### src/rtl/pwm_duty_decoder.sv
// pwm_duty_decoder: recovers high time, period and 3-bit duty level of a PWM input, with timeout.
// Define PWM_DEGLITCH_EN to add a DEGLITCH-sample stability filter after the synchroniser.
module pwm_duty_decoder #(
  parameter int CNT_W   = 16,
  parameter int TIMEOUT = 60000
`ifdef PWM_DEGLITCH_EN
  ,
  parameter int DEGLITCH = 3
`endif
) (
  input  logic             tp_clk,
  input  logic             tp_rst,
  input  logic             pwm_in,
  output logic [CNT_W-1:0] high_time,
  output logic [CNT_W-1:0] period,
  output logic [2:0]       level,
  output logic             meas_valid,
  output logic             timeout
);
  typedef enum logic [1:0] {IDLE, HIGH, LOW} state_t;
  localparam logic [CNT_W-1:0] TO  = CNT_W'(TIMEOUT);
  localparam logic [CNT_W-1:0] ONE = CNT_W'(1);
  logic             sync1_q, sync2_q, s, s_prev_q, rise, fall, per_max;
  state_t           state_q;
  logic [CNT_W-1:0] hi_cnt_q, per_cnt_q, per_d, high_time_q, period_q;
  logic             meas_valid_q, timeout_q;
  logic [CNT_W+2:0] ht8, acc;
  logic [2:0]       lvl;
  always_ff @(posedge tp_clk or negedge tp_rst)
    if (!tp_rst) {sync1_q, sync2_q} <= 2'b00;
    else {sync1_q, sync2_q} <= {pwm_in, sync1_q};
`ifdef PWM_DEGLITCH_EN
  localparam int DW = $clog2(DEGLITCH + 1);
  logic [DW-1:0] dg_q;
  logic          s_q;
  // s follows the synchroniser only after DEGLITCH consecutive differing samples
  always_ff @(posedge tp_clk or negedge tp_rst)
    if (!tp_rst) begin
      dg_q <= '0;
      s_q  <= 1'b0;
    end else if (sync2_q == s_q) dg_q <= '0;
    else if (dg_q == DW'(DEGLITCH - 1)) begin
      dg_q <= '0;
      s_q  <= sync2_q;
    end else dg_q <= dg_q + 1'b1;
  assign s = s_q;
`else
  assign s = sync2_q;
`endif
  assign rise    = s & ~s_prev_q;
  assign fall    = ~s & s_prev_q;
  assign per_max = per_cnt_q == TO;
  assign per_d   = per_max ? per_cnt_q : per_cnt_q + 1'b1;
  always_ff @(posedge tp_clk or negedge tp_rst) begin
    if (!tp_rst) begin
      s_prev_q     <= 1'b0;
      state_q      <= IDLE;
      hi_cnt_q     <= '0;
      per_cnt_q    <= '0;
      high_time_q  <= '0;
      period_q     <= '0;
      meas_valid_q <= 1'b0;
      timeout_q    <= 1'b0;
    end else begin
      s_prev_q     <= s;
      meas_valid_q <= 1'b0;
      if (state_q == IDLE) begin
        if (rise) begin
          state_q   <= HIGH;
          hi_cnt_q  <= ONE;
          per_cnt_q <= ONE;
        end else if (s) per_cnt_q <= '0;
        else if (per_max) begin
          per_cnt_q    <= '0;
          high_time_q  <= '0;
          period_q     <= TO;
          meas_valid_q <= 1'b1;
          timeout_q    <= 1'b1;
        end else per_cnt_q <= per_d;
      end else if (state_q == HIGH) begin
        if (fall) begin
          state_q   <= LOW;
          per_cnt_q <= per_d;
        end else if (per_max) begin
          state_q      <= IDLE;
          hi_cnt_q     <= '0;
          per_cnt_q    <= '0;
          high_time_q  <= TO;
          period_q     <= TO;
          meas_valid_q <= 1'b1;
          timeout_q    <= 1'b1;
        end else begin
          hi_cnt_q  <= hi_cnt_q + 1'b1;
          per_cnt_q <= per_d;
        end
      end else begin
        if (rise) begin
          state_q      <= HIGH;
          high_time_q  <= hi_cnt_q;
          period_q     <= per_cnt_q;
          hi_cnt_q     <= ONE;
          per_cnt_q    <= ONE;
          meas_valid_q <= 1'b1;
          timeout_q    <= 1'b0;
        end else if (per_max) begin
          state_q      <= IDLE;
          hi_cnt_q     <= '0;
          per_cnt_q    <= '0;
          high_time_q  <= '0;
          period_q     <= TO;
          meas_valid_q <= 1'b1;
          timeout_q    <= 1'b1;
        end else per_cnt_q <= per_d;
      end
    end
  end
  // level counts the multiples k*period (k=1..7) not exceeding 8*high_time
  always_comb begin
    ht8 = {high_time_q, 3'b000};
    acc = '0;
    lvl = '0;
    for (int k = 1; k < 8; k++) begin
      acc = acc + {3'b000, period_q};
      lvl = lvl + {2'b00, ht8 >= acc};
    end
  end
  assign high_time  = high_time_q;
  assign period     = period_q;
  assign level      = (period_q == '0) ? 3'd0 : lvl;
  assign meas_valid = meas_valid_q;
  assign timeout    = timeout_q;
endmodule

### config.mk
export PLATFORM = sky130hd
export DESIGN_NAME = pwm_duty_decoder
export DESIGN_NICKNAME = d
export VERILOG_FILES = /design/src/rtl/pwm_duty_decoder.sv
export SDC_FILE = /design/constraint.sdc
export NUM_CORES = 1
export LEC_CHECK = 0
export ABC_AREA = 1
export ABC_CLOCK_PERIOD_IN_PS = 14450
export CORE_MARGIN = 3
export CORE_UTILIZATION = 55
export CTS_BUF_LIST = sky130_fd_sc_hd__clkbuf_4 sky130_fd_sc_hd__clkbuf_8
export CTS_CLUSTER_DIAMETER = 50
export CTS_CLUSTER_SIZE = 24
export DETAILED_ROUTE_END_ITERATION = 16
export HOLD_SLACK_MARGIN = 0.1
export PLACE_DENSITY_LB_ADDON = 0.08
export SYNTH_ARGS = -nofsm -noshare
export SYNTH_HDL_FRONTEND = slang
export SYNTH_SLANG_ARGS = --single-unit
### constraint.sdc
create_clock -name tp_clk -period 14.45 [get_ports tp_clk]
set_input_delay 3.6125 -clock tp_clk [delete_from_list [all_inputs] [get_ports tp_clk]]
set_output_delay 3.6125 -clock tp_clk [all_outputs]
set_load 0.05 [all_outputs]
* After elaboration in Yosys (flattened, before gate mapping)
Cells that the tools add are included.
Cells by class: add/subtract/negate cells 14, multiply operators 0, divide/modulo/power cells 0, order comparisons 7, eq/ne operators 7, shift-type cells 0, mux-type cells 51, bitwise operators 4, reduce and logical (&&, ||, !) cells 6
Operators by type and width (count):
- $mux 16 | 30
- $ge 19x19->1 | 4
- $add 19x16->19 | 3
- $add 16x1->16 const B | 2
- $add 18x16->19 | 1
- $ge 19x16->1 | 1
- $ge 19x17->1 | 1
- $ge 19x18->1 | 1
- $add 17x16->18 | 1
- $add 16x16->17 | 1
- $eq 16x16->1 const B | 1
- $logic_not 16->1 | 1
- $mux 1 | 14
- $add 3x1->3 | 4
- $mux 2 | 6
- $ne 2x2->1 const B | 3
- $ne 3x3->1 const B | 2
- $reduce_and 3->1 | 2
- $reduce_and 4->1 | 1
- $add 2x1->3 | 1
- $mux 3 | 1
- $reduce_bool 3->1 | 1
- $add 1x1->2 | 1
- $and 1x1->1 | 2
- 3 further kinds | 4
Word-level totals: register bits after elaboration 71, latch bits 0, memory bits (writable) 0, memory bits (read-only) 0, bits of input ports 3, output and inout bits 37, word-level logic and storage cells 99, memories kept 0

* Depth between registers and ports, before layout
Gate-level depths: netlist of the first run.
depth after elaboration 9, depth in mapped cells 53, gate-level depth less buffers 53

* Worst setup path before layout of the first run
OpenSTA, ideal clock, no wires.
path type register to output, start register period_q[1] (netlist: period[1]), end output level[1], data arrival time 8.895 ns, required time 10.837 ns, setup slack 1.943 ns, cell stages (with the launch flop) 49, path buffers 0, path through dfrtp_1 -> inv_1 -> fa_1 -> nand3b_1 -> nand2_1 -> xor2_1 -> ha_1 -> a21o_1 -> nor2_1 -> o21ai_0 -> xnor2_1 -> inv_1 -> ha_1 -> nand2_1 -> o21a_1 -> o21ai_2 -> inv_1 -> o21ai_0 -> [... 13 more ...] -> nor2_1 -> nor2_4 -> inv_2 -> nor2_1 -> nand2_1 -> nand2_1 -> ha_1 -> nand2_1 -> nor2_1 -> a211oi_1 -> nand2_1 -> fa_1 -> inv_1 -> fa_1 -> inv_1 -> fa_1 -> inv_1 -> nor2_1
Between the ends: cells in the longest elaborated chain, start to end 9, elaborated cells between the ends (all ways) 21, those cells by class add/sub (12); order compare (7); mux (1); reduce/logical (1)
RTL lines:
- start: declaration | line 25 | logic [CNT_W-1:0] hi_cnt_q, per_cnt_q, per_d, high_time_q, period_q;
- start signal: assignment | line 100 | period_q <= per_cnt_q;
- $add 16x16->17 | line 123 | acc = acc + {3'b000, period_q};
- $add 17x16->18 or $ge 19x17->1 (tied branches) | line 123, 124
- $add 18x16->19, or another cell as far along | line 123
- $add 19x16->19, or another cell as far along (3 in series) | line 123
- $ge 19x19->1 or $add 3x1->3 (tied branches) | line 124 | lvl = lvl + {2'b00, ht8 >= acc};
- $add 3x1->3 | line 124
- $mux 3 * | line 129 | assign level = (period_q == '0) ? 3'd0 : lvl;
- end: declaration | line 16 | output logic [2:0] level,
Mark *: on every way between the ends. The rest lies on a longest branch, timed or not.

* Worst setup path after layout of the first run
start register period_q[0] (netlist: period[0]), end output level[1]
Same word-level chain as after synthesis.

==> results of run 1 <==
path summary, 6_finish.rpt:
path	from	to	slack, ps
min in group asynchronous	tp_rst	hi_cnt_q[12]	3380
worst min register to register	sync1_q	s	360
max in group asynchronous	tp_rst	period[2]	10430
worst max register to register	state_q[0]	period[12]	11490
worst min-delay path	sync1_q	s	360
worst max-delay path	period[0]	level[1]	950
per-stage QoR:
stage          hold WS [ps]  std cells  instance area, sq um
6_report                364       1644                 11000
3_3_place_gp            343       1628                 10700
4_1_cts                 364       1644                 11000
3_5_place_dp            338       1628                 10700
5_1_grt                 368       1644                 11000
2_1_floorplan           331       1375                 10100
critical path, delay by kind of cell, from the launching register on:
kind                     cells  cell delay (ps)
flip-flops                   1              580
adder cells (fa/ha/maj)     10             3720
XOR/XNOR                     4              830
buffers and inverters        7              710
AO/OA/AOI/OAI                9             1720
AND/OR/NAND/NOR             18             1990
final cells by class:
class | count | area, sq um
repair buffers | 42 | 418
clock buffers | 10 | 138
inverters | 230 | 863
multi-input cells | 1060 | 7410
clock inverters | 6 | 108
well taps | 225 | 282
flip-flops and latches | 71 | 1780
fillers | 1671 | 6660
routing by layer:
metal | part of all wire (%) | vias to the layer above | GRT usage (%)
li1 | - | 4752 | -
met1 | 44 | 4413 | 33.9
met2 | 51 | 172 | 50.1
met3 | 3.3 | 36 | 2.16
met4 | 2.2 | 0 | 7.47
met5 | 0 | - | 0
cell usage after synthesis, types with 7 or more instances:
| cell | number |
|---|---|
| dfrtp_1 | 71 |
| nand2_4 | 11 |
| nand4_1 | 32 |
| xnor2_1 | 23 |
| clkbuf_1 | 11 |
| o22ai_1 | 20 |
| a21oi_1 | 123 |
| a211oi_1 | 10 |
| nand2_1 | 216 |
| nand2_2 | 10 |
| fa_1 | 8 |
| xor2_1 | 51 |
| nor2_1 | 91 |
| o21ai_0 | 63 |
| nand3_1 | 61 |
| ha_1 | 199 |
| inv_1 | 225 |
| nor3_1 | 23 |
| a21o_1 | 7 |
| o21bai_1 | 9 |
| o211ai_1 | 12 |
| nor4_1 | 9 |
cell usage in the layout (no fill, tap or decap), types with 9 or more instances in the layout:
cell and n:
inv_1 225, nand2_1 216, ha_1 199, a21oi_1 123
nor2_1 91, dfrtp_1 70, o21ai_0 62, nand3_1 61
xor2_1 51, clkdlybuf4s50_1 35, nand4_1 32, xnor2_1 23
nor3_1 23, o22ai_1 20, o211ai_1 12, nand2_4 11
a211oi_1 10, nand2_2 10, clkbuf_8 10, nor4_1 9
o21bai_1 9
logic make-up (layout without fill, tap and decap cells):
family | count (synthesis) | after routing | share of synthesized area (%)
compound gates | 289 | 289 | 16.9
xor+xnor | 75 | 75 | 6.57
fa+ha+maj | 207 | 207 | 26.2
buf+inv | 244 | 288 | 9.12
flops | 71 | 71 | 17.6
simple gates | 489 | 489 | 23.6
registers in the layout (all words and copies together), names as in the netlist:
register and flops:
timeout 1, high_time 16, period 16, state_q 2
per_cnt_q 16, sync1_q 1, s_prev_q 1, meas_valid 1
s 1, hi_cnt_q 16
==> impl_metrics.toml, run 1 <==
[status]
status = "completed"

[sta]
report.final.setup_viol = 0
fin_crit_ps = 13500
max_freq_mhz = 74.1
finalHoldViolations = 0
finClkSkew_ps = 15.6
fin_crit_sh_pct = 93.4
max_slew_margin_pct = 40.3
maxSlewViolCount = 0
setup_ws_ps = 948
fin_tns_setup_ps = 0
tightest_slew_ps = 895
rsz0062_at_grt = "false"

[synth]
syn_inst = 1375
syn_nets = 1585
yosys-top-cells-area = "ha_1 (25%), dfrtp_1 (18%), inv_1 (8.4%)"
ys_seq_area_share_pct = 17.6
synth_edf_count = 0
postSynthAreaPerCell_sq_um = 7.35
ys_ff_latch = 71
ys_types = 61
syn_area_sq_um = 10100
synth_ff_type = "dfrtp_1"
synth.top_cell.area_share_pct = 24.6
ys_async_sr_fraction_pct = 100
yosysWarnings = 0
synth_top_area_cell = "ha_1"

[job]
maxCapViolations = 0

[die]
die_y_microns = 142
pin_count = 40
row_count = 48
core_area_sq_um = 17700
die_area_sq_um = 20000
die_w_microns = 142
start_util_pct = 57.2

[clock_network]
htree_levels = 3
path_clk_slew_ps = 80
cts_num_sinks = 71
cts-resized-gates = 0
insertion_delay_ps = 350
clockBufferDepth = 2
cts_setup_buffers = 0
cts_root_buf = "clkbuf_8"
cts_buffers = 9
cts-hold-fix-buffers = 0
cts_tree = "built"

[place]
post-place-ws_ps = 844
dp_hpwl_mm = 21.9
place_congestion = 0.926
port_buffers = 39

[drt]
first_pass_iters = 5
routed_wl_mm = 26.4
drcViolationCount = 0
drt-initial-drc-count = 472
routed-via-count = 9373
wire_per_inst_microns = 16.1
via_per_inst = 5.70
postRouteAntennaNets = 0

[worst_setup_path]
critical_path.slowest_cell = "dfrtp_1"
cpMostUsedCell = "nor2_1"
critPathArrivalTime_ps = 9890
critPathMaxStageDelay_ps = 580
cp.required_ps = 10840
crit_type = "flip-flop to output port"
crit_fanout = 11
startpoint_type = "flip-flop"
reg2reg_depth = 8
endpoint_kind = "output port"

[worst_hold_path]
min_path_cells = 0
hold_class = "flip-flop to flip-flop"

[global_route]
grt.total_usage_pct = 27.1
grt_pass1_vias = 9252
grt_max_degree = 72
grt_first_pass_wirelength_mm = 44.6
antenna_found_initial = 0
overflow = 0

[finish]
num_antenna_cells = 0
synthToLayoutAreaGrowth_pct = 8.78
postLayoutCoreUtil_pct = 62.3
nNetsFinal = 1624
drive_above_1_share_pct = 5.50
Power of run 1 is left out: the tool's default activity adds up to more than one toggle a clock period on the data nets, which glitch-free logic cannot reach.
==> run 2, diff against run 1 <==
ABC_CLOCK_PERIOD_IN_PS = 16800   (was 14450)
clock period = 16.8 ns   (was 14.45 ns; I/O delays follow)
==> run 2 against run 1 <==
Worst hold slack worse by 5.6 ps. Critical path depth is 3 lower. Register-to-register slack better by 2300 ps. Design area is 0.34% lower. Cell count stayed put. Core utilization is 0.21 points lower. Sequential share of layout area hardly changed. Global-route usage is 0.19 points lower. Flip-flop and latch count stayed put. Non-clock buffer count stayed put. Clock skew is 4.4 ps lower. Largest cell class unchanged. Highest routed layer unchanged.
==> impl_metrics.toml, run 2 (synthesis results as in run 1) <==
[drt]
first_pass_iters = 5
via_per_inst = 5.69
wire_per_inst_microns = 16.0
routed_wl_mm = 26.4
routed-via-count = 9350
postRouteAntennaNets = 0
drcViolationCount = 0
drt-initial-drc-count = 471

[finish]
synthToLayoutAreaGrowth_pct = 8.41
postLayoutCoreUtil_pct = 62.1
drive_above_1_share_pct = 5.43
layout_common_cells = "inv_1 (225), nand2_1 (216), ha_1 (199)"
design_area_sq_um = 11000
num_antenna_cells = 0
final_common_cell = "inv_1"
nNetsFinal = 1624

[clock_network]
cts-hold-fix-buffers = 0
cts_root_buf = "clkbuf_8"
cts_num_sinks = 71
clockBufferDepth = 2
htree_levels = 3
cts_tree = "built"
cts_setup_buffers = 0
cts_buffers = 9
insertion_delay_ps = 360
path_clk_slew_ps = 80
cts-resized-gates = 0

[worst_hold_path]
hold_class = "flip-flop to flip-flop"

[global_route]
gr-max-usage-layer = "met2"
grt_pass1_vias = 9024
met3_usage_pct = 2.19
grt_first_pass_wirelength_mm = 44.1
grt_use_met1_pct = 34.1
grt_max_degree = 72
grt.total_usage_pct = 26.9
antenna_found_initial = 0
overflow = 0
use_met2_pct = 48.6

[die]
row_count = 48
pin_count = 40
die_w_microns = 142
die_y_microns = 142
core_area_sq_um = 17700
die_area_sq_um = 20000
start_util_pct = 57.2

[sta]
tightest_slew_ps = 895
max_freq_mhz = 68.6
report.final.setup_viol = 0
setup_ws_ps = 2230
fin_crit_ps = 14570
finClkSkew_ps = 11.2
fin_crit_sh_pct = 86.7
max_slew_margin_pct = 40.3
fin_tns_setup_ps = 0
finalHoldViolations = 0
maxSlewViolCount = 0
rsz0062_at_grt = "false"

[worst_setup_path]
critPathArrivalTime_ps = 10370
worst-path-buf-inv = 7
crit_family = "adder cells"
crit_fanout = 11
crit_type = "flip-flop to output port"
critPathMaxStageDelay_ps = 700
startpoint_type = "flip-flop"
cp.required_ps = 12600
endpoint_kind = "output port"
critical_path.slowest_cell = "clkdlybuf4s50_1"

[place]
post-place-ws_ps = 2620
dpl_cell_area_sq_um = 10700
place_congestion = 0.926
dp_hpwl_mm = 21.8
port_buffers = 39

[job]
maxCapViolations = 0

[status]
status = "completed"
run 2: per-stage QoR:
step / cells / hold WS, ps
2_1_floorplan: 1375 / 331
3_3_place_gp: 1628 / 343
3_5_place_dp: 1628 / 338
4_1_cts: 1644 / 361
5_1_grt: 1644 / 362
6_report: 1644 / 359
run 2: area by class of cell:
cell class	count	area, sq um
well taps	225	282
fillers	1729	6700
multi-input cells	1060	7410
clock inverters	6	85.1
clock buffers	10	131
inverters	230	863
repair buffers	42	410
flip-flops and latches	71	1780
run 2: routing by layer:
metal | share of wire [%] | vias up
met5 | 0 | -
met4 | 3.0 | 0
met3 | 2.7 | 41
met2 | 50 | 164
met1 | 45 | 4375
li1 | - | 4770
run 2: final timing paths:
| check | start | to | slack (ps) | cells past startpoint |
|---|---|---|---|---|
| setup / recovery | period[0] | level[1] | 2230 | 45 |
| hold / removal | sync1_q | s | 360 | 0 |
| setup reg to reg | state_q[0] | period[1] | 13840 | 8 |
| hold reg to reg | sync1_q | s | 360 | 0 |
| max in group asynchronous | tp_rst | hi_cnt_q[7] | 12250 | 1 |
| min in group asynchronous | tp_rst | hi_cnt_q[10] | 3960 | 1 |
run 2: worst reg2reg max path, delay by kind of cell (launching register included):
family,cells,cell delay [ps]
DFF,1,380
and+or+nand+nor,4,1540
AOI/OAI and AO/OA,2,660
buffers and inverters,2,230
Power of run 2 is left out for the same reason.
==> run 3, diff against run 2 <==
CAP_MARGIN = 20   (was unset)
GPL_TIMING_DRIVEN = 0   (was unset)
==> run 3 against run 2 <==
Non-clock buffer count is 11 higher. Clock skew is 2.6 ps lower. Critical path type unchanged. Maximum frequency is 1.5% lower. Largest cell class unchanged. First-iteration DRC count is 12% lower.
==> impl_metrics.toml, run 3 (synthesis results as in run 1) <==
[status]
status = "completed"

[place]
place_congestion = 0.941
post-place-ws_ps = 2440
dp_hpwl_mm = 21.6
port_buffers = 39

[drt]
first_pass_iters = 5
routed_wl_mm = 25.8
wire_per_inst_microns = 15.6
drt-initial-drc-count = 415
routed-via-count = 9318
drcViolationCount = 0
via_per_inst = 5.63
postRouteAntennaNets = 0

[worst_setup_path]
endpoint_kind = "output port"
crit_type = "flip-flop to output port"
crit_start = "period[2]"
critical_path.slowest_cell = "clkdlybuf4s50_1"
cp.required_ps = 12600
critPathArrivalTime_ps = 10590
r2r_slack_ps = 14180
rr_startpoint = "per_cnt_q[0]"
reg2reg_depth = 9
critPathMaxStageDelay_ps = 700
r2r_end = "per_cnt_q[12]"
crit_path_end = "level[1]"
startpoint_type = "flip-flop"
crit_fanout = 10

[sta]
rsz0062_at_grt = "false"
setup_ws_ps = 2010
max_freq_mhz = 67.6
fin_crit_sh_pct = 88.0
fin_tns_setup_ps = 0
finalHoldViolations = 0
finClkSkew_ps = 8.58
report.final.setup_viol = 0
tightest_slew_ps = 877
max_slew_margin_pct = 41.5
maxSlewViolCount = 0
fin_crit_ps = 14790

[finish]
layout_common_cells = "inv_1 (225), nand2_1 (216), ha_1 (199)"
drive_above_1_share_pct = 5.38
nNetsFinal = 1635
num-fill-cells = 1676
final_common_cell = "inv_1"
num_antenna_cells = 0
synthToLayoutAreaGrowth_pct = 8.39

[global_route]
grt_first_pass_wirelength_mm = 42.8
grt_pass1_vias = 9115
antenna_found_initial = 0
overflow = 0
grt.total_usage_pct = 26.1
grt_max_degree = 72

[die]
start_util_pct = 57.2
die_y_microns = 142
row_count = 48
pin_count = 40
die_w_microns = 142
core_area_sq_um = 17700
die_area_sq_um = 20000

[clock_network]
path_clk_slew_ps = 80
insertion_delay_ps = 350
cts_root_buf = "clkbuf_8"
cts_setup_buffers = 0
cts_num_sinks = 71
cts-resized-gates = 0
clockBufferDepth = 2
cts_tree = "built"
cts-hold-fix-buffers = 0
htree_levels = 3
cts_buffers = 9

[worst_hold_path]
hold_class = "flip-flop to flip-flop"

[job]
maxCapViolations = 0
## run 3: cell type report
cell class,count,area [sq um],share of cell area [%]
repair buffers,39,388,3.54
multi-input cells,1060,7410,67.6
plain buffers,14,58.8,0.537
well taps,225,282,2.57
flip-flops and latches,71,1780,16.2
clock buffers,11,145,1.32
inverters,230,863,7.88
clock inverters,5,33.8,0.308
## run 3: worst min-delay path by stage
| stage | from | to | cells past startpoint |
|---|---|---|---|
| after floorplan | sync1_q | s | 0 |
| after global placement | sync1_q | s | 0 |
| after detailed placement | sync1_q | s | 0 |
| after CTS | sync1_q | s | 0 |
| after global routing | sync1_q | s | 0 |
| final | sync1_q | s | 0 |
## run 3: routing by layer
metal / GRT usage (%) / wire (microns) / vias up / part of all wire [%]
li1: - / - / 4793 / -
met4: 11.0 / 987 / 0 / 3.8
met1: 32.2 / 11400 / 4325 / 44
met2: 47.1 / 12800 / 148 / 50
met3: 1.52 / 592 / 52 / 2.3
met5: 0 / 0 / - / 0
## run 3: through the flow
stage,instance area [sq um],std cells,util (%),hold WS (ps)
after global routing,11000,1655,62.0,375
after floorplan,10100,1375,-,331
after detailed placement,10800,1639,61.0,335
after global placement,10800,1639,61.0,335
final,11000,1655,62.0,351
after CTS,11000,1655,62.0,352
## run 3: worst max-delay path: cells and delay by family (launching register included)
| kind | cells | cell delay, ps |
|---|---|---|
| compound gates | 8 | 1920 |
| xor+xnor | 4 | 830 |
| fa+ha+maj | 9 | 3540 |
| buf+inv | 7 | 1350 |
| flops | 1 | 680 |
| simple gates | 18 | 1900 |
Power of run 3 is left out for the same reason.
